**config.mk**
```make
export PLATFORM = sky130hd
export DESIGN_NAME = ssd1306_i2c_target
export DESIGN_NICKNAME = d
export VERILOG_FILES = /design/src/rtl/ssd1306_pkg.sv /design/src/rtl/i2c_line_sync.sv /design/src/rtl/ssd1306_i2c_target.sv
export SDC_FILE = /design/constraint.sdc
export NUM_CORES = 1
export LEC_CHECK = 0
export BUFFER_PORTS_ARGS = -buffer_cell sky130_fd_sc_hd__buf_2
export CORE_MARGIN = 3
export CORE_UTILIZATION = 62
export DETAILED_ROUTE_END_ITERATION = 12
export HOLD_SLACK_MARGIN = 0.06
export PLACE_DENSITY = 0.84
export SLEW_MARGIN = 20
export SYNTH_ARGS = -nofsm -noshare
export SYNTH_HDL_FRONTEND = slang
export SYNTH_SLANG_ARGS = --single-unit
```
**constraint.sdc**
```tcl
create_clock -name clk -period 5.7 [get_ports clk]
set_input_delay 0.57 -clock clk [delete_from_list [all_inputs] [get_ports clk]]
set_output_delay 0.57 -clock clk [all_outputs]
set_load 0.02 [all_outputs]
```
**src/rtl/ssd1306_pkg.sv**
```systemverilog
// Shared types and constants for the SSD1306 I2C write-side target model.
package ssd1306_pkg;

  localparam int PAGE_W = 3;
  localparam int COL_W  = 7;
  localparam logic [6:0] DEFAULT_I2C_ADDR = 7'h3C;

  typedef enum logic [2:0] {
    IDLE,
    ADDR,
    ACK_A,
    CTRL,
    ACK_C,
    BYTE,
    ACK_B,
    IGNORE
  } i2cState_e;

  localparam logic [7:0] OP_DISP_OFF    = 8'hAE;
  localparam logic [7:0] OP_DISP_ON     = 8'hAF;
  localparam logic [7:0] OP_NORMAL      = 8'hA6;
  localparam logic [7:0] OP_INVERT      = 8'hA7;
  localparam logic [7:0] OP_ADDR_MODE   = 8'h20;
  localparam logic [7:0] OP_CONTRAST    = 8'h81;
  localparam logic [7:0] OP_CHARGE_PUMP = 8'h8D;
  localparam logic [7:0] OP_PAGE_BASE   = 8'hB0;

  function automatic logic isTwoByteOp(input logic [7:0] op);
    return (op == OP_ADDR_MODE) || (op == OP_CONTRAST) || (op == OP_CHARGE_PUMP);
  endfunction

endpackage

```
**src/rtl/i2c_line_sync.sv**
```systemverilog
// Synchronizes raw SCL/SDA into the clk domain and emits single-cycle
// START, STOP, SCL-rise and SCL-fall pulses.
module i2c_line_sync (
  input  logic clk,
  input  logic rst_n,
  input  logic scl_i,
  input  logic sda_i,
  output logic sdaLevel_o,
  output logic start_o,
  output logic stop_o,
  output logic sclRise_o,
  output logic sclFall_o
);

  logic sclMeta_q, sclSync_q, sclPrev_q;
  logic sdaMeta_q, sdaSync_q, sdaPrev_q;

  // Reset to the idle-bus level so leaving reset never fakes an edge.
  always_ff @(posedge clk) begin
    if (!rst_n) begin
      sclMeta_q <= 1'b1;
      sclSync_q <= 1'b1;
      sclPrev_q <= 1'b1;
      sdaMeta_q <= 1'b1;
      sdaSync_q <= 1'b1;
      sdaPrev_q <= 1'b1;
    end else begin
      sclMeta_q <= scl_i;
      sclSync_q <= sclMeta_q;
      sclPrev_q <= sclSync_q;
      sdaMeta_q <= sda_i;
      sdaSync_q <= sdaMeta_q;
      sdaPrev_q <= sdaSync_q;
    end
  end

  assign sdaLevel_o = sdaSync_q;
  assign sclRise_o  = sclSync_q & ~sclPrev_q;
  assign sclFall_o  = ~sclSync_q & sclPrev_q;
  assign start_o    = sclSync_q & sclPrev_q & sdaPrev_q & ~sdaSync_q;
  assign stop_o     = sclSync_q & sclPrev_q & ~sdaPrev_q & sdaSync_q;

endmodule

```
**src/rtl/ssd1306_i2c_target.sv**
```systemverilog
// SSD1306 I2C write target: decodes address/control/command/data bytes,
// tracks display state and writes GDDRAM bytes with page addressing.
module ssd1306_i2c_target
  import ssd1306_pkg::*;
#(
  parameter logic [6:0] I2C_ADDR = DEFAULT_I2C_ADDR
) (
  input  logic                      clk,
  input  logic                      rst_n,
  input  logic                      scl,
  input  logic                      sda_in,
  output logic                      sda_oe,
  output logic                      fb_we,
  output logic [PAGE_W+COL_W-1:0]   fb_addr,
  output logic [7:0]                fb_wdata,
  output logic                      disp_on,
  output logic                      invert,
  output logic                      charge_pump,
  output logic [7:0]                contrast,
  output logic [1:0]                addr_mode,
  output logic                      frame_done
);

  logic sdaLevel, startDet, stopDet, sclRise, sclFall;

  i2c_line_sync uLineSync (
    .clk        (clk),
    .rst_n      (rst_n),
    .scl_i      (scl),
    .sda_i      (sda_in),
    .sdaLevel_o (sdaLevel),
    .start_o    (startDet),
    .stop_o     (stopDet),
    .sclRise_o  (sclRise),
    .sclFall_o  (sclFall)
  );

  i2cState_e          state_q, state_d;
  logic [2:0]         bitCnt_q, bitCnt_d;
  logic [6:0]         shift_q, shift_d;
  logic               ackHold_q, ackHold_d;
  logic               sdaOe_q, sdaOe_d;
  logic               co_q, co_d, dc_q, dc_d;
  logic               argPending_q, argPending_d;
  logic [7:0]         argOp_q, argOp_d;
  logic [PAGE_W-1:0]  page_q, page_d;
  logic [COL_W-1:0]   col_q, col_d;
  logic               fbWe_q, fbWe_d, frameDone_q, frameDone_d;
  logic [PAGE_W+COL_W-1:0] fbAddr_q, fbAddr_d;
  logic [7:0]         fbWdata_q, fbWdata_d;
  logic               dispOn_q, dispOn_d, invert_q, invert_d, chargePump_q, chargePump_d;
  logic [7:0]         contrast_q, contrast_d;
  logic [1:0]         addrMode_q, addrMode_d;
  logic [7:0]         rxByte;
  logic               byteDone;

  always_ff @(posedge clk) begin
    if (!rst_n) begin
      state_q      <= IDLE;
      bitCnt_q     <= '0;
      shift_q      <= '0;
      ackHold_q    <= 1'b0;
      sdaOe_q      <= 1'b0;
      co_q         <= 1'b0;
      dc_q         <= 1'b0;
      argPending_q <= 1'b0;
      argOp_q      <= '0;
      page_q       <= '0;
      col_q        <= '0;
      fbWe_q       <= 1'b0;
      fbAddr_q     <= '0;
      fbWdata_q    <= '0;
      frameDone_q  <= 1'b0;
      dispOn_q     <= 1'b0;
      invert_q     <= 1'b0;
      chargePump_q <= 1'b0;
      contrast_q   <= 8'h7F;
      addrMode_q   <= 2'b10;
    end else begin
      state_q      <= state_d;
      bitCnt_q     <= bitCnt_d;
      shift_q      <= shift_d;
      ackHold_q    <= ackHold_d;
      sdaOe_q      <= sdaOe_d;
      co_q         <= co_d;
      dc_q         <= dc_d;
      argPending_q <= argPending_d;
      argOp_q      <= argOp_d;
      page_q       <= page_d;
      col_q        <= col_d;
      fbWe_q       <= fbWe_d;
      fbAddr_q     <= fbAddr_d;
      fbWdata_q    <= fbWdata_d;
      frameDone_q  <= frameDone_d;
      dispOn_q     <= dispOn_d;
      invert_q     <= invert_d;
      chargePump_q <= chargePump_d;
      contrast_q   <= contrast_d;
      addrMode_q   <= addrMode_d;
    end
  end

  assign rxByte = {shift_q, sdaLevel};

  always_comb begin
    state_d      = state_q;
    bitCnt_d     = bitCnt_q;
    shift_d      = shift_q;
    ackHold_d    = ackHold_q;
    sdaOe_d      = sdaOe_q;
    co_d         = co_q;
    dc_d         = dc_q;
    argPending_d = argPending_q;
    argOp_d      = argOp_q;
    page_d       = page_q;
    col_d        = col_q;
    fbWe_d       = 1'b0;
    fbAddr_d     = fbAddr_q;
    fbWdata_d    = fbWdata_q;
    frameDone_d  = 1'b0;
    dispOn_d     = dispOn_q;
    invert_d     = invert_q;
    chargePump_d = chargePump_q;
    contrast_d   = contrast_q;
    addrMode_d   = addrMode_q;
    byteDone     = 1'b0;

    // Bus conditions pre-empt any same-cycle SCL edge and drop partial bytes.
    if (startDet) begin
      state_d   = ADDR;
      bitCnt_d  = '0;
      sdaOe_d   = 1'b0;
      ackHold_d = 1'b0;
    end else if (stopDet) begin
      state_d   = IDLE;
      sdaOe_d   = 1'b0;
      ackHold_d = 1'b0;
    end else begin
      unique case (state_q)
        ADDR, CTRL, BYTE: begin
          if (sclRise) begin
            shift_d  = rxByte[6:0];
            bitCnt_d = bitCnt_q + 3'd1;
            if (bitCnt_q == 3'd7) begin
              if (state_q == ADDR) begin
                state_d = (rxByte[7:1] == I2C_ADDR && !rxByte[0]) ? ACK_A : IGNORE;
              end else if (state_q == CTRL) begin
                co_d    = rxByte[7];
                dc_d    = rxByte[6];
                state_d = ACK_C;
              end else begin
                byteDone = 1'b1;
                state_d  = ACK_B;
              end
            end
          end
        end
        // First falling edge drives the ACK, the second one releases it.
        ACK_A, ACK_C, ACK_B: begin
          if (sclFall) begin
            if (!ackHold_q) begin
              sdaOe_d   = 1'b1;
              ackHold_d = 1'b1;
            end else begin
              sdaOe_d   = 1'b0;
              ackHold_d = 1'b0;
              if (state_q == ACK_A)      state_d = CTRL;
              else if (state_q == ACK_C) state_d = BYTE;
              else                       state_d = co_q ? CTRL : BYTE;
            end
          end
        end
        default: ;
      endcase
    end

    if (byteDone) begin
      if (dc_q) begin
        fbWe_d      = 1'b1;
        fbAddr_d    = {page_q, col_q};
        fbWdata_d   = rxByte;
        frameDone_d = (page_q == 3'd7) && (col_q == 7'd127);
        col_d       = col_q + 7'd1;
        if (col_q == 7'd127 && addrMode_q == 2'b00) page_d = page_q + 3'd1;
      end else if (argPending_q) begin
        argPending_d = 1'b0;
        if (argOp_q == OP_ADDR_MODE)        addrMode_d   = rxByte[1:0];
        else if (argOp_q == OP_CONTRAST)    contrast_d   = rxByte;
        else if (argOp_q == OP_CHARGE_PUMP) chargePump_d = rxByte[2];
      end else begin
        if (rxByte == OP_DISP_OFF)                   dispOn_d = 1'b0;
        else if (rxByte == OP_DISP_ON)               dispOn_d = 1'b1;
        else if (rxByte == OP_NORMAL)                invert_d = 1'b0;
        else if (rxByte == OP_INVERT)                invert_d = 1'b1;
        else if (rxByte[7:4] == 4'h0)                col_d[3:0] = rxByte[3:0];
        else if (rxByte[7:3] == 5'b00010)            col_d[6:4] = rxByte[2:0];
        else if (rxByte[7:3] == OP_PAGE_BASE[7:3])   page_d = rxByte[2:0];
        else if (isTwoByteOp(rxByte)) begin
          argPending_d = 1'b1;
          argOp_d      = rxByte;
        end
      end
    end
  end

  // Gated by reset so the pad lets go of SDA without waiting for a clock edge.
  assign sda_oe      = sdaOe_q & rst_n;
  assign fb_we       = fbWe_q;
  assign fb_addr     = fbAddr_q;
  assign fb_wdata    = fbWdata_q;
  assign frame_done  = frameDone_q;
  assign disp_on     = dispOn_q;
  assign invert      = invert_q;
  assign charge_pump = chargePump_q;
  assign contrast    = contrast_q;
  assign addr_mode   = addrMode_q;

endmodule

```
Word level (Yosys, flattened, before mapping):

Cells that the tools add are included.

* bits in registers: 74
* logic and storage cells: 187
* bits of input ports: 4

* equal/unequal tests: 38
* add/subtract/negate cells: 3
* reductions and logical operators: 38
* mux-type cells: 54
* bitwise operators: 27

Operators with widths (count)
* 8-bit == test, second input constant: 8
* 3-bit 2-to-1 mux: 21
* 7-bit 2-to-1 mux: 6
* 1-bit 2-to-1 mux: 24
* 2-bit != test, second input constant: 11
* 1-bit inverter: 19
* 8-bit by 6-bit == test with 1-bit output, second input constant: 2
* 4-bit != test, second input constant: 4
* 3-bit == test, second input constant: 5
* 5-bit AND reduction: 3
* 7-bit AND reduction: 2
* 4-bit AND reduction: 3
* 6-bit AND reduction: 2
* 2-bit nonzero test: 6
* 11-bit AND reduction: 1
* 10-bit AND reduction: 1
* 3-bit OR reduction: 3
* 1-bit AND: 8
* 2-bit AND reduction: 4
* 8-bit AND reduction: 1
* 7-bit by 1-bit adder with 7-bit output, second input constant: 1
* 7-bit by 6-bit == test with 1-bit output, second input constant: 1
* 7-bit == test, second input constant: 1
* 3-bit by 1-bit adder with 3-bit output, second input constant: 2
* other kinds (16): 21

Depth between registers and ports, before layout:

Gate-level depths: netlist of the first run.

* word-level depth: 12
* mapped depth: 9
* gate-level depth less buffers: 7

Cells and area by module:

Synthesis of the first run repeated with hierarchy kept, for this count alone.

* cells, all modules: 367
* area total of the unflattened synthesis: 3264.4 µm²

By module, submodules not included
* ssd1306_i2c_target: instances 1, cells each 351, sequential area each 1361.3 µm², area an instance 3074.2 µm²
* i2c_line_sync: instances 1, cells each 16, sequential area each 120.1 µm², area an instance 190.2 µm²

Least setup slack after synthesis of the first run:

No wires, ideal clock.

* path type: flip-flop to flip-flop
* from: register shift_q[6]
* to: register col_q[6]
* clock period less this slack: 1.811 ns
* library setup time: 0.119 ns
* path slack: 3.889 ns
* required time: 5.581 ns
* arrival time: 1.692 ns
* cell stages (with the launch flop): 7
* cells stage by stage: dfxtp_1 -> buf_6 -> or4_4 -> nor3b_4 -> nand2_1 -> o221a_1 -> o221a_1

* cells in the longest elaborated chain, start to end: 3

RTL lines
* start, declared: RTL line ssd1306_i2c_target.sv:40 `logic [6:0] shift_q, shift_d;`
* start signal, assigned: RTL line ssd1306_i2c_target.sv:82 `shift_q <= shift_d;`
* 8-bit == test (tied with other cells): RTL line ssd1306_i2c_target.sv:194 `else if (rxByte == OP_INVERT) invert_d = 1'b1;`
* 2-bit != test (no line) / 2-bit nonzero test (equally long branches)
* 8-bit AND reduction (no line) (*)
* end signal, assigned: RTL line ssd1306_i2c_target.sv:90 `col_q <= col_d;`
* end, declared: RTL line ssd1306_i2c_target.sv:47 `logic [COL_W-1:0] col_q, col_d;`

Mark *: on every way between the ends. The rest lies on a longest branch, timed or not.
A chain may end at the register's enable or synchronous reset.

Worst setup path after layout of the first run:

* from: register dc_q
* to: register page_q[0]

* cells in the longest elaborated chain, start to end: 2

RTL lines
* start, declared: RTL line ssd1306_i2c_target.sv:43 `logic co_q, co_d, dc_q, dc_d;`
* start signal, assigned: RTL line ssd1306_i2c_target.sv:65 `dc_q <= 1'b0;`
* start signal, assigned: RTL line ssd1306_i2c_target.sv:86 `dc_q <= dc_d;`
* 2-bit by 1-bit != test with 1-bit output (no line) (tied with other cells)
* 10-bit AND reduction (no line)
* end signal, assigned: RTL line ssd1306_i2c_target.sv:89 `page_q <= page_d;`
* end, declared: RTL line ssd1306_i2c_target.sv:46 `logic [PAGE_W-1:0] page_q, page_d;`

Parallel ways exist; a longest one is shown, timed or not.

==> flow_summary.json, run 1 <==
{
  "route.detailed.vias_per_inst": 5.93,
  "cts_num_sinks": 74,
  "cts.hold.buffers_added": 0,
  "postRouteAntennaNets": 0,
  "grt_start_max_net_pins": 41,
  "worst_clock_skew_ps": 12.3,
  "clk_root_buffer_cell": "sky130_fd_sc_hd__clkbuf_8",
  "cp.required_ps": 5970,
  "syn-mean-instance-area_um2": 8.78,
  "worstMarginPinSlew_ps": 1050,
  "startpoint_type": "flip-flop",
  "grt_antenna_before_repair": 0,
  "timing_worst_setup_path_type": "flip-flop to flip-flop",
  "dieHeight_um": 78.4,
  "min-delay-path-class": "input port to flip-flop",
  "numPortBuffers": 37,
  "pwr_density_cell_mw_per_mm2": 283,
  "irDropWorstVdd_mv": 0.282,
  "number_of_post_cts_setup_repair_buffers": 0,
  "synthTopCellsByArea": "sky130_fd_sc_hd__dfxtp_1 46%, sky130_fd_sc_hd__mux2i_1 9.9%, sky130_fd_sc_hd__nand2_1 5.7%",
  "die-area_mm2": 0.00614,
  "nNetsFinal": 404,
  "core-area_mm2": 0.00488,
  "groute.usage.overall": 0.258,
  "maximum_level_of_the_cts_h_tree": 3,
  "synthFlopType": "sky130_fd_sc_hd__dfxtp_1",
  "timing.rr.start": "dc_q$_SDFFE_PN0P_",
  "synth_top_area_share": 0.456,
  "initial_core_util": 0.665,
  "synthesis.instances": 370,
  "seq_area_frac_synth": 0.456,
  "layout-drive-gt1-share": 0.163,
  "grt_first_pass_wirelength_um": 12500,
  "ff2ff_path_depth": 5,
  "clk_path_buf_depth": 2,
  "drc_errors": 0,
  "overflow": 0,
  "netlist-cell-type-count": 52,
  "synth.most_common_cell": "sky130_fd_sc_hd__dfxtp_1",
  "final_cells": 467,
  "numCtsBuffers": 9,
  "min_path_cells": 2,
  "worstPathMaxFanout": 24,
  "synth_top_cells_by_count": "74 x sky130_fd_sc_hd__dfxtp_1, 49 x sky130_fd_sc_hd__nand2_1, 47 x sky130_fd_sc_hd__nor2_1",
  "synth-edff-count": 0,
  "cts_tree": "built",
  "final_hold_viol_count": 0,
  "worst_setup_path_end_kind": "flip-flop",
  "cts.repair.resized": 0,
  "critical_path_arrival_ps": 2680,
  "area_growth_syn_to_layout_pct": 13.1,
  "detailedPlacementHpwl_um": 4510,
  "slew_viol_final": 0,
  "place_inst": 451,
  "gp_routability_congestion": 0.846,
  "timing.final.setup_violations": 0,
  "clock_latency_on_the_worst_skew_pair_ps": 350,
  "status": "completed",
  "max-cap-violations": 0,
  "portion_of_the_clock_cycle_consumed_by_the_worst_path_in_the_final_layout": 0.423,
  "worstReg2RegEnd": "page_q[0]$_SDFFE_PN0P_",
  "syn-num-nets": 379,
  "post-synth-top-area-cell": "sky130_fd_sc_hd__dfxtp_1",
  "yosysWarnings": 0,
  "leakage_nw": 1.68,
  "timing.setup.tns_ps": 0,
  "wire_per_inst_um": 15.4,
  "reg2reg_setup_slack_ps": 3290,
  "die_width_um": 78.4,
  "wirelength_um": 7170,
  "timing.hold.worst.start": "sda_in",
  "n_antenna_cell": 0,
  "max_freq_mhz": 415,
  "via_count": 2769,
  "synthArstFlopShare": 0,
  "path_clk_slew_ps": 80,
  "period_needed_ps": 2410,
  "placementRows": 25,
  "firstDrtPassIters": 5,
  "pin_count": 38,
  "first_global_vias": 2711,
  "drtIter0Drc": 279,
  "hold_end": "uLineSync.sdaMeta_q$_SDFF_PN1_",
  "synthesis.area_mm2": 0.00325,
  "synth_seq_cells": 74,
  "rsz_0062_raised_after_global_routing": "no",
  "max_slew_margin": 0.298
}
-- cell usage in the layout (no fill, tap or decap), types with 3 or more instances in the layout --
cell type                   Yosys  routed
sky130_fd_sc_hd__and3_1        11      11
sky130_fd_sc_hd__ha_1           5       5
sky130_fd_sc_hd__inv_1          9       9
sky130_fd_sc_hd__nor4b_1        3       3
sky130_fd_sc_hd__nand4_1        4       4
sky130_fd_sc_hd__nand3_1       10      10
sky130_fd_sc_hd__nor2_1        47      47
sky130_fd_sc_hd__clkbuf_8       0      11
sky130_fd_sc_hd__mux2i_1       32      32
sky130_fd_sc_hd__a31oi_1        3       3
sky130_fd_sc_hd__nand2_1       49      49
sky130_fd_sc_hd__dfxtp_1       74      74
sky130_fd_sc_hd__or2_2          3       3
sky130_fd_sc_hd__nand2b_1       8       8
sky130_fd_sc_hd__a21oi_1       21      21
sky130_fd_sc_hd__a21o_1         3       3
sky130_fd_sc_hd__o21ai_0       10      10
sky130_fd_sc_hd__buf_2          6      37
sky130_fd_sc_hd__bufinv_16      0       3
sky130_fd_sc_hd__nor3_1         6       6
sky130_fd_sc_hd__o211ai_1       4       4
-- cell families (layout without fill, tap and decap cells) --
family	count (synthesis)	in the layout	synth area share
flip-flops	74	74	0.456
multiplexers	33	33	0.102
adder cells (fa/ha/maj)	5	5	0.0193
XOR/XNOR	2	2	0.00540
buffers and inverters	34	64	0.0439
AND/OR/NAND/NOR	160	160	0.245
AO/OA/AOI/OAI	62	62	0.128
-- area by class of cell --
cell class	instances	area, µm²
multi-input combinational	262	1620
sequential	74	1480
fill	372	1210
timing repair buffer	39	200
clock buffer	11	151
clock inverter	5	100
tap	67	83.8
inverter	9	33.8
-- stage by stage --
step / setup WS (ps) / utilization / hold slack [ps] / power, mW / instance area, µm²
5_1_grt: 2980 / 0.753 / 397 / 1.07 / 3670
2_1_floorplan: 3890 / - / 386 / 0.543 / 3250
3_5_place_dp: 3310 / 0.701 / 400 / 0.548 / 3420
3_3_place_gp: 3400 / 0.701 / 394 / 0.548 / 3420
4_1_cts: 3300 / 0.753 / 390 / 1.04 / 3670
6_report: 3290 / 0.753 / 403 / 1.04 / 3670
-- where the power goes --
group / internal [mW] / leakage (nW) / switching (mW) / total (mW)
combinational: 0.00411 / 0.954 / 0.0109 / 0.0150
sequential: 0.519 / 0.597 / 0.00291 / 0.522
clock: 0.313 / 0.129 / 0.188 / 0.501
total: 0.836 / 1.68 / 0.202 / 1.04
-- per-layer routing --
layer / up-vias / GRT usage / part of all wire
met5: - / 0 / 0
met4: 0 / 0.149 / 0.025
met3: 22 / 0.0631 / 0.068
met2: 117 / 0.414 / 0.49
met1: 1282 / 0.315 / 0.42
li1: 1348 / - / -
-- state kept, by name, indices dropped and copies added, names as in the netlist, 2 cells and up --
name / count
fb_addr: 10
state_q: 3
bitCnt_q: 3
page_q: 3
col_q: 7
argOp_q: 8
addr_mode: 2
fb_wdata: 8
contrast: 8
shift_q: 7
-- critical path, cell delays in order, from the launching register on --
cell                      delay, ps
sky130_fd_sc_hd__dfxtp_1        820
sky130_fd_sc_hd__inv_1          300
sky130_fd_sc_hd__nor4b_1        460
sky130_fd_sc_hd__o21ai_1        220
sky130_fd_sc_hd__or3_1          360
sky130_fd_sc_hd__a31oi_1        170
-- how the worst max path moves through the flow --
| stage | startpoint | to | slack [ps] | cells after the start |
|---|---|---|---|---|
| floorplan | shift_q[6]$_SDFFE_PN0P_ | col_q[6]$_SDFFE_PN0P_ | 3890 | 6 |
| global route | dc_q$_SDFFE_PN0P_ | page_q[0]$_SDFFE_PN0P_ | 2980 | 5 |
| finish | dc_q$_SDFFE_PN0P_ | page_q[0]$_SDFFE_PN0P_ | 3290 | 5 |
| global placement | bitCnt_q[0]$_SDFFE_PP0P_ | col_q[0]$_SDFFE_PN0P_ | 3400 | 8 |
| CTS | bitCnt_q[0]$_SDFFE_PP0P_ | frame_done$_SDFF_PN0_ | 3300 | 8 |
| detailed placement | bitCnt_q[0]$_SDFFE_PP0P_ | fb_wdata[4]$_SDFFE_PN0P_ | 3310 | 8 |
No activity file was read; power rests on OpenSTA's default activity.
==> run 2, diff against run 1 <==
Settings changed: CORE_UTILIZATION 62 to 57, PLACE_DENSITY 0.84 to 0.78.
Clock period 5.7 ns to 2.4 ns, I/O delays scaled along.
==> run 2 against run 1 <==
  * Worst setup slack lost 2900 ps
  * Combinational power grew to 2.8 times the previous value
  * Sequential power grew 140%
  * Routed wire length is essentially flat
  * Cell area grew 1.5%
  * Critical path depth grew 2
  * Clock skew shrank 2.3 ps
==> flow_summary.json, run 2 (synthesis gave the netlist of run 1 again) <==
{
  "status": "completed",
  "critical_path_arrival_ps": 2220,
  "timing.final.setup_violations": 0,
  "wire_per_inst_um": 14.9,
  "startpoint_type": "flip-flop",
  "power_frac_clock": 0.455,
  "worstPathMaxFanout": 9,
  "global_route.peak_usage_layer": "met2",
  "irDropWorstVdd_mv": 0.417,
  "gr-usage-met1": 0.307,
  "critical-path-slowest-cell": "sky130_fd_sc_hd__nand3_1",
  "total_switching_power_mw": 0.491,
  "final_cell_mix": "74 x sky130_fd_sc_hd__dfxtp_1, 49 x sky130_fd_sc_hd__nand2_1, 47 x sky130_fd_sc_hd__nor2_1",
  "flip_flop_count_of_the_largest_register_after_layout": 10,
  "first_global_vias": 2590,
  "layout-drive-gt1-share": 0.182,
  "detailedPlacementHpwl_um": 4830,
  "worstMarginPinSlew_ps": 723,
  "portion_of_the_clock_cycle_consumed_by_the_worst_path_in_the_final_layout": 0.838,
  "die_width_um": 81.5,
  "number_of_post_cts_setup_repair_buffers": 0,
  "wirelength_um": 7170,
  "intPower_mw": 1.86,
  "pin_count": 38,
  "most_common_cell_after_layout_fill_and_taps_aside": "sky130_fd_sc_hd__dfxtp_1",
  "ff2ff_path_depth": 7,
  "drc_errors": 0,
  "nNetsFinal": 415,
  "clock_latency_on_the_worst_skew_pair_ps": 350,
  "maximum_level_of_the_cts_h_tree": 3,
  "numPortBuffers": 37,
  "path_cells": "ha_1 > ha_1 > nand3b_1 > nor4_1 > nand3_1 > mux2i_1 > nor2_1",
  "grtUsageMet2": 0.393,
  "multi_input_area_mm2": 0.00162,
  "final_hold_viol_count": 0,
  "max_slew_margin": 0.518,
  "dieHeight_um": 81.5,
  "rsz_0062_raised_after_global_routing": "no",
  "cts_num_sinks": 74,
  "route.detailed.vias_per_inst": 5.69,
  "cts.repair.resized": 0,
  "use_met3": 0.0318,
  "grt_antenna_before_repair": 0,
  "n_antenna_cell": 0,
  "groute.usage.overall": 0.240,
  "worst_clock_skew_ps": 10.0,
  "overflow": 0,
  "slew_viol_final": 0,
  "hold_ws_ps": 80.9,
  "cts.hold.buffers_added": 0,
  "initial_core_util": 0.612,
  "min_path_cells": 2,
  "critical-path-top-delay-family": "simple AND/OR/NAND/NOR gates",
  "fillers": 422,
  "cp.required_ps": 2610,
  "drtIter0Drc": 177,
  "postRouteAntennaNets": 0,
  "area_growth_syn_to_layout_pct": 14.8,
  "sw_frac_of_total": 0.209,
  "numCtsBuffers": 9,
  "pwr_density_cell_mw_per_mm2": 630,
  "share_comb_of_total_power": 0.018,
  "grt_start_max_net_pins": 32,
  "clk_root_buffer_cell": "sky130_fd_sc_hd__clkbuf_8",
  "cts_tree": "built",
  "period_needed_ps": 2010,
  "timing.setup.tns_ps": 0,
  "max_freq_mhz": 497,
  "placementRows": 26,
  "path_clk_slew_ps": 70,
  "gp_routability_congestion": 0.812,
  "via_count": 2737,
  "min-delay-path-class": "input port to flip-flop",
  "leakage_nw": 1.72,
  "max-cap-violations": 0,
  "share_seq_of_total_power": 0.527,
  "worst_setup_path_end_kind": "flip-flop",
  "critPathMostFrequentCell": "sky130_fd_sc_hd__ha_1",
  "grt_first_pass_wirelength_um": 12200,
  "clk_path_buf_depth": 2,
  "firstDrtPassIters": 4,
  "die-area_mm2": 0.00664,
  "timing_worst_setup_path_type": "flip-flop to flip-flop",
  "finalPower_mw": 2.35,
  "final-seq-area_mm2": 0.00148,
  "cp_num_cells": 7,
  "cp_slowest_stage_delay_ps": 440,
  "core-area_mm2": 0.00530,
  "critical_path.n_buffers_inverters": 0
}
run 2: layer usage:
layer	routed length, µm	part of all wire
met1	3220	0.45
met5	0	0
met3	385	0.054
met2	3360	0.47
met4	206	0.029
run 2: layout make-up:
| type | instances | share of cell area |
|---|---|---|
| clock inverters | 5 | 0.0208 |
| repair buffers | 50 | 0.0759 |
| clock buffers | 11 | 0.0379 |
| flip-flops and latches | 74 | 0.397 |
| multi-input cells | 262 | 0.435 |
| well taps | 70 | 0.0235 |
| inverters | 9 | 0.00906 |
run 2: power by group through the flow:
stage	logic, mW	clock network [mW]	registers [mW]
after CTS	0.0417	1.07	1.24
after detailed placement	0.0412	0	1.27
after global routing	0.0466	1.13	1.24
after floorplan	0.0275	0	1.26
after global placement	0.0403	0	1.27
final	0.0414	1.07	1.24
run 2: per-stage QoR:
step	area (µm²)	util	instances	setup WS (ps)
floorplan	3250	-	370	589
global placement	3510	0.662	465	450
detailed placement	3510	0.662	465	401
CTS	3730	0.703	481	373
global route	3730	0.703	481	170
finish	3730	0.703	481	388
run 2: final timing paths:
check,startpoint,to,slack (ps)
worst max-delay path,bitCnt_q[0]$_SDFFE_PP0P_,argOp_q[0]$_SDFFE_PN0P_,390
worst max register to register,bitCnt_q[0]$_SDFFE_PP0P_,argOp_q[0]$_SDFFE_PN0P_,390
worst min-delay path,sda_in,uLineSync.sdaMeta_q$_SDFF_PN1_,80
worst min register to register,uLineSync.sdaMeta_q$_SDFF_PN1_,uLineSync.sdaLevel_o$_SDFF_PN1_,420
==> run 3, diff against run 2 <==
Settings changed: CORE_UTILIZATION 57 to 52, PLACE_DENSITY 0.78 to 0.75.
Clock period 2.4 ns to 1.8 ns, I/O delays scaled along.
==> run 3 against run 2 <==
  * The flow now finishes with violations (negative setup slack)
  * Fmax increased by 11%
  * Clock power grew 21%
  * Sequential power increased by 33%
  * Hold slack gained 64 ps
  * Critical path type unchanged
  * Highest routed layer unchanged
  * Routed wire length rose by 9.0%
  * Register-to-register slack got worse by 390 ps
  * Power rose by 28%
  * First-iteration DRC count up 1.1%
  * Via count grew 4.6%
  * Cell count grew 7.7%
  * Global-route usage fell by 2.2 points
  * Largest power group unchanged
==> flow_summary.json, run 3 (synthesis gave the netlist of run 1 again) <==
{
  "min-delay-path-class": "input port to flip-flop",
  "worstMarginPinSlew_ps": 486,
  "rsz_0062_raised_after_global_routing": "yes",
  "area_growth_syn_to_layout_pct": 26.4,
  "wire_per_inst_um": 15.1,
  "via_count": 2864,
  "groute.usage.overall": 0.218,
  "timing_worst_setup_path_type": "flip-flop to flip-flop",
  "route.detailed.vias_per_inst": 5.53,
  "status": "finished, violations left",
  "critical-path-top-delay-family": "simple AND/OR/NAND/NOR gates",
  "numCtsBuffers": 9,
  "startpoint_type": "flip-flop",
  "final_hold_viol_count": 0,
  "path_cells": "ha_4 > ha_4 > nand3b_1 > nor2_2 > buf_6 > buf_4 > and3_1 > o21ai_0 > o211a_1",
  "overflow": 0,
  "critical_path.n_buffers_inverters": 2,
  "worst_setup_path_end_kind": "flip-flop",
  "dieHeight_um": 85.0,
  "pwr_density_cell_mw_per_mm2": 730,
  "fillers": 471,
  "cp.required_ps": 2040,
  "n_antenna_cell": 0,
  "critical_path_arrival_ps": 2040,
  "intPower_mw": 2.34,
  "multi_input_area_mm2": 0.00174,
  "firstDrtPassIters": 4,
  "drc_errors": 0,
  "reg2reg_setup_slack_ps": -5,
  "path_clk_slew_ps": 70,
  "final_cell_mix": "72 x sky130_fd_sc_hd__dfxtp_1, 48 x sky130_fd_sc_hd__nand2_1, 44 x sky130_fd_sc_hd__nor2_1",
  "slew_viol_final": 0,
  "drtIter0Drc": 179,
  "worstPathMaxFanout": 9,
  "worst_clock_skew_ps": 9.14,
  "grt_first_pass_wirelength_um": 12700,
  "clk_path_buf_depth": 2,
  "pin_count": 38,
  "timing.rr.start": "bitCnt_q[1]$_SDFFE_PP0P_",
  "initial_core_util": 0.542,
  "first_global_vias": 2750,
  "nNetsFinal": 447,
  "sw_frac_of_total": 0.219,
  "worstReg2RegEnd": "col_q[5]$_SDFFE_PN0P_",
  "clock_latency_on_the_worst_skew_pair_ps": 350,
  "max-cap-violations": 0,
  "leakage_nw": 1.90,
  "min_path_cells": 2,
  "die_width_um": 85.0,
  "irDropWorstVdd_mv": 0.487,
  "layout-drive-gt1-share": 0.271,
  "wirelength_um": 7820,
  "grt_antenna_before_repair": 0,
  "critPathMostFrequentCell": "sky130_fd_sc_hd__ha_4",
  "core-area_mm2": 0.00599,
  "placementRows": 28,
  "timing.setup.tns_ps": -4.88,
  "detailedPlacementHpwl_um": 5340,
  "gp_routability_congestion": 0.821,
  "postRouteAntennaNets": 0,
  "timing.final.setup_violations": 1,
  "violations": "negative setup slack",
  "final_critical_path_setup_slack_ps": -4.88,
  "max_freq_mhz": 554,
  "flip_flop_count_of_the_largest_register_after_layout": 10,
  "clk_root_buffer_cell": "sky130_fd_sc_hd__clkbuf_8",
  "portion_of_the_clock_cycle_consumed_by_the_worst_path_in_the_final_layout": 1.00,
  "critical-path-slowest-cell": "sky130_fd_sc_hd__dfxtp_2",
  "place_inst": 492,
  "share_seq_of_total_power": 0.549,
  "grt_start_max_net_pins": 30,
  "max_slew_margin": 0.676,
  "final_cells": 518,
  "most_common_cell_after_layout_fill_and_taps_aside": "sky130_fd_sc_hd__dfxtp_1",
  "cp_slowest_stage_delay_ps": 360,
  "period_needed_ps": 1800,
  "numPortBuffers": 37,
  "power_frac_clock": 0.429,
  "cts_num_sinks": 74,
  "share_comb_of_total_power": 0.021,
  "total_switching_power_mw": 0.656,
  "maximum_level_of_the_cts_h_tree": 3,
  "hold_end": "uLineSync.sclSync_q$_SDFF_PN1_",
  "final-seq-area_mm2": 0.00149,
  "cts_tree": "built",
  "die-area_mm2": 0.00723,
  "timing.hold.worst.start": "rst_n",
  "ff2ff_path_depth": 9
}
## run 3: cell types whose count changed in the layout (fill, tap and decap cells not counted), sizes merged
cell,previous run,this run
buf,50,80
dlygate4sd3,0,2
bufinv,2,1
clkbuf,11,12
## run 3: stage by stage
stage	utilization	total power [mW]	setup WS [ps]	hold WS, ps	area (µm²)
final	0.685	3.00	-4.88	144	4100
after global routing	0.685	3.08	-111	158	4100
after CTS	0.657	3.01	14.7	149	3930
after detailed placement	0.618	1.75	-54.4	366	3700
after global placement	0.618	1.74	10.8	361	3700
after floorplan	-	1.72	0.827	281	3250
## run 3: power by group through the flow
stage | Sequential, mW | Combinational, mW | Clock, mW
3_5_place_dp | 1.69 | 0.0597 | 0
2_1_floorplan | 1.68 | 0.0367 | 0
5_1_grt | 1.65 | 0.0698 | 1.37
3_3_place_gp | 1.69 | 0.0585 | 0
4_1_cts | 1.65 | 0.0635 | 1.30
6_report | 1.65 | 0.0635 | 1.29
## run 3: how the worst max path moves through the flow
stage / start / to / slack [ps] / depth (start not counted)
6_report: bitCnt_q[1]$_SDFFE_PP0P_ / col_q[5]$_SDFFE_PN0P_ / -5 / 9
5_1_grt: bitCnt_q[1]$_SDFFE_PP0P_ / addr_mode[0]$_SDFFE_PN0P_ / -110 / 9
4_1_cts: bitCnt_q[0]$_SDFFE_PP0P_ / col_q[5]$_SDFFE_PN0P_ / 10 / 9
3_5_place_dp: bitCnt_q[0]$_SDFFE_PP0P_ / contrast[2]$_SDFFE_PN1P_ / -50 / 8
3_3_place_gp: bitCnt_q[0]$_SDFFE_PP0P_ / contrast[2]$_SDFFE_PN1P_ / 10 / 8
2_1_floorplan: shift_q[5]$_SDFFE_PN0P_ / col_q[6]$_SDFFE_PN0P_ / 0.8 / 6
## run 3: what timing repair did
item | 4_1_cts | 5_1_grt
endpoints found under the setup margin | 7 | 39
buffers inserted | 0 | 6
hold buffers | 2 | 0
gates cloned | 0 | 2
pin swaps | 0 | 10
gates resized for setup | 2 | 26
hold endpoints to repair | 2 | 0
## run 3: final cells by class
type | instances | share of cell area
flip-flops and latches | 74 | 0.362
repair buffers | 82 | 0.135
multi-input cells | 262 | 0.423
well taps | 75 | 0.0229
clock inverters | 4 | 0.0125
inverters | 9 | 0.00823
clock buffers | 12 | 0.0354
## run 3: layer usage
layer  up-vias  track usage  wire (µm)
met4         0        0.111        181
met3        19       0.0408        352
met2        63        0.374       3970
li1       1431            -          -
met5         -            0          0
met1      1351        0.258       3310
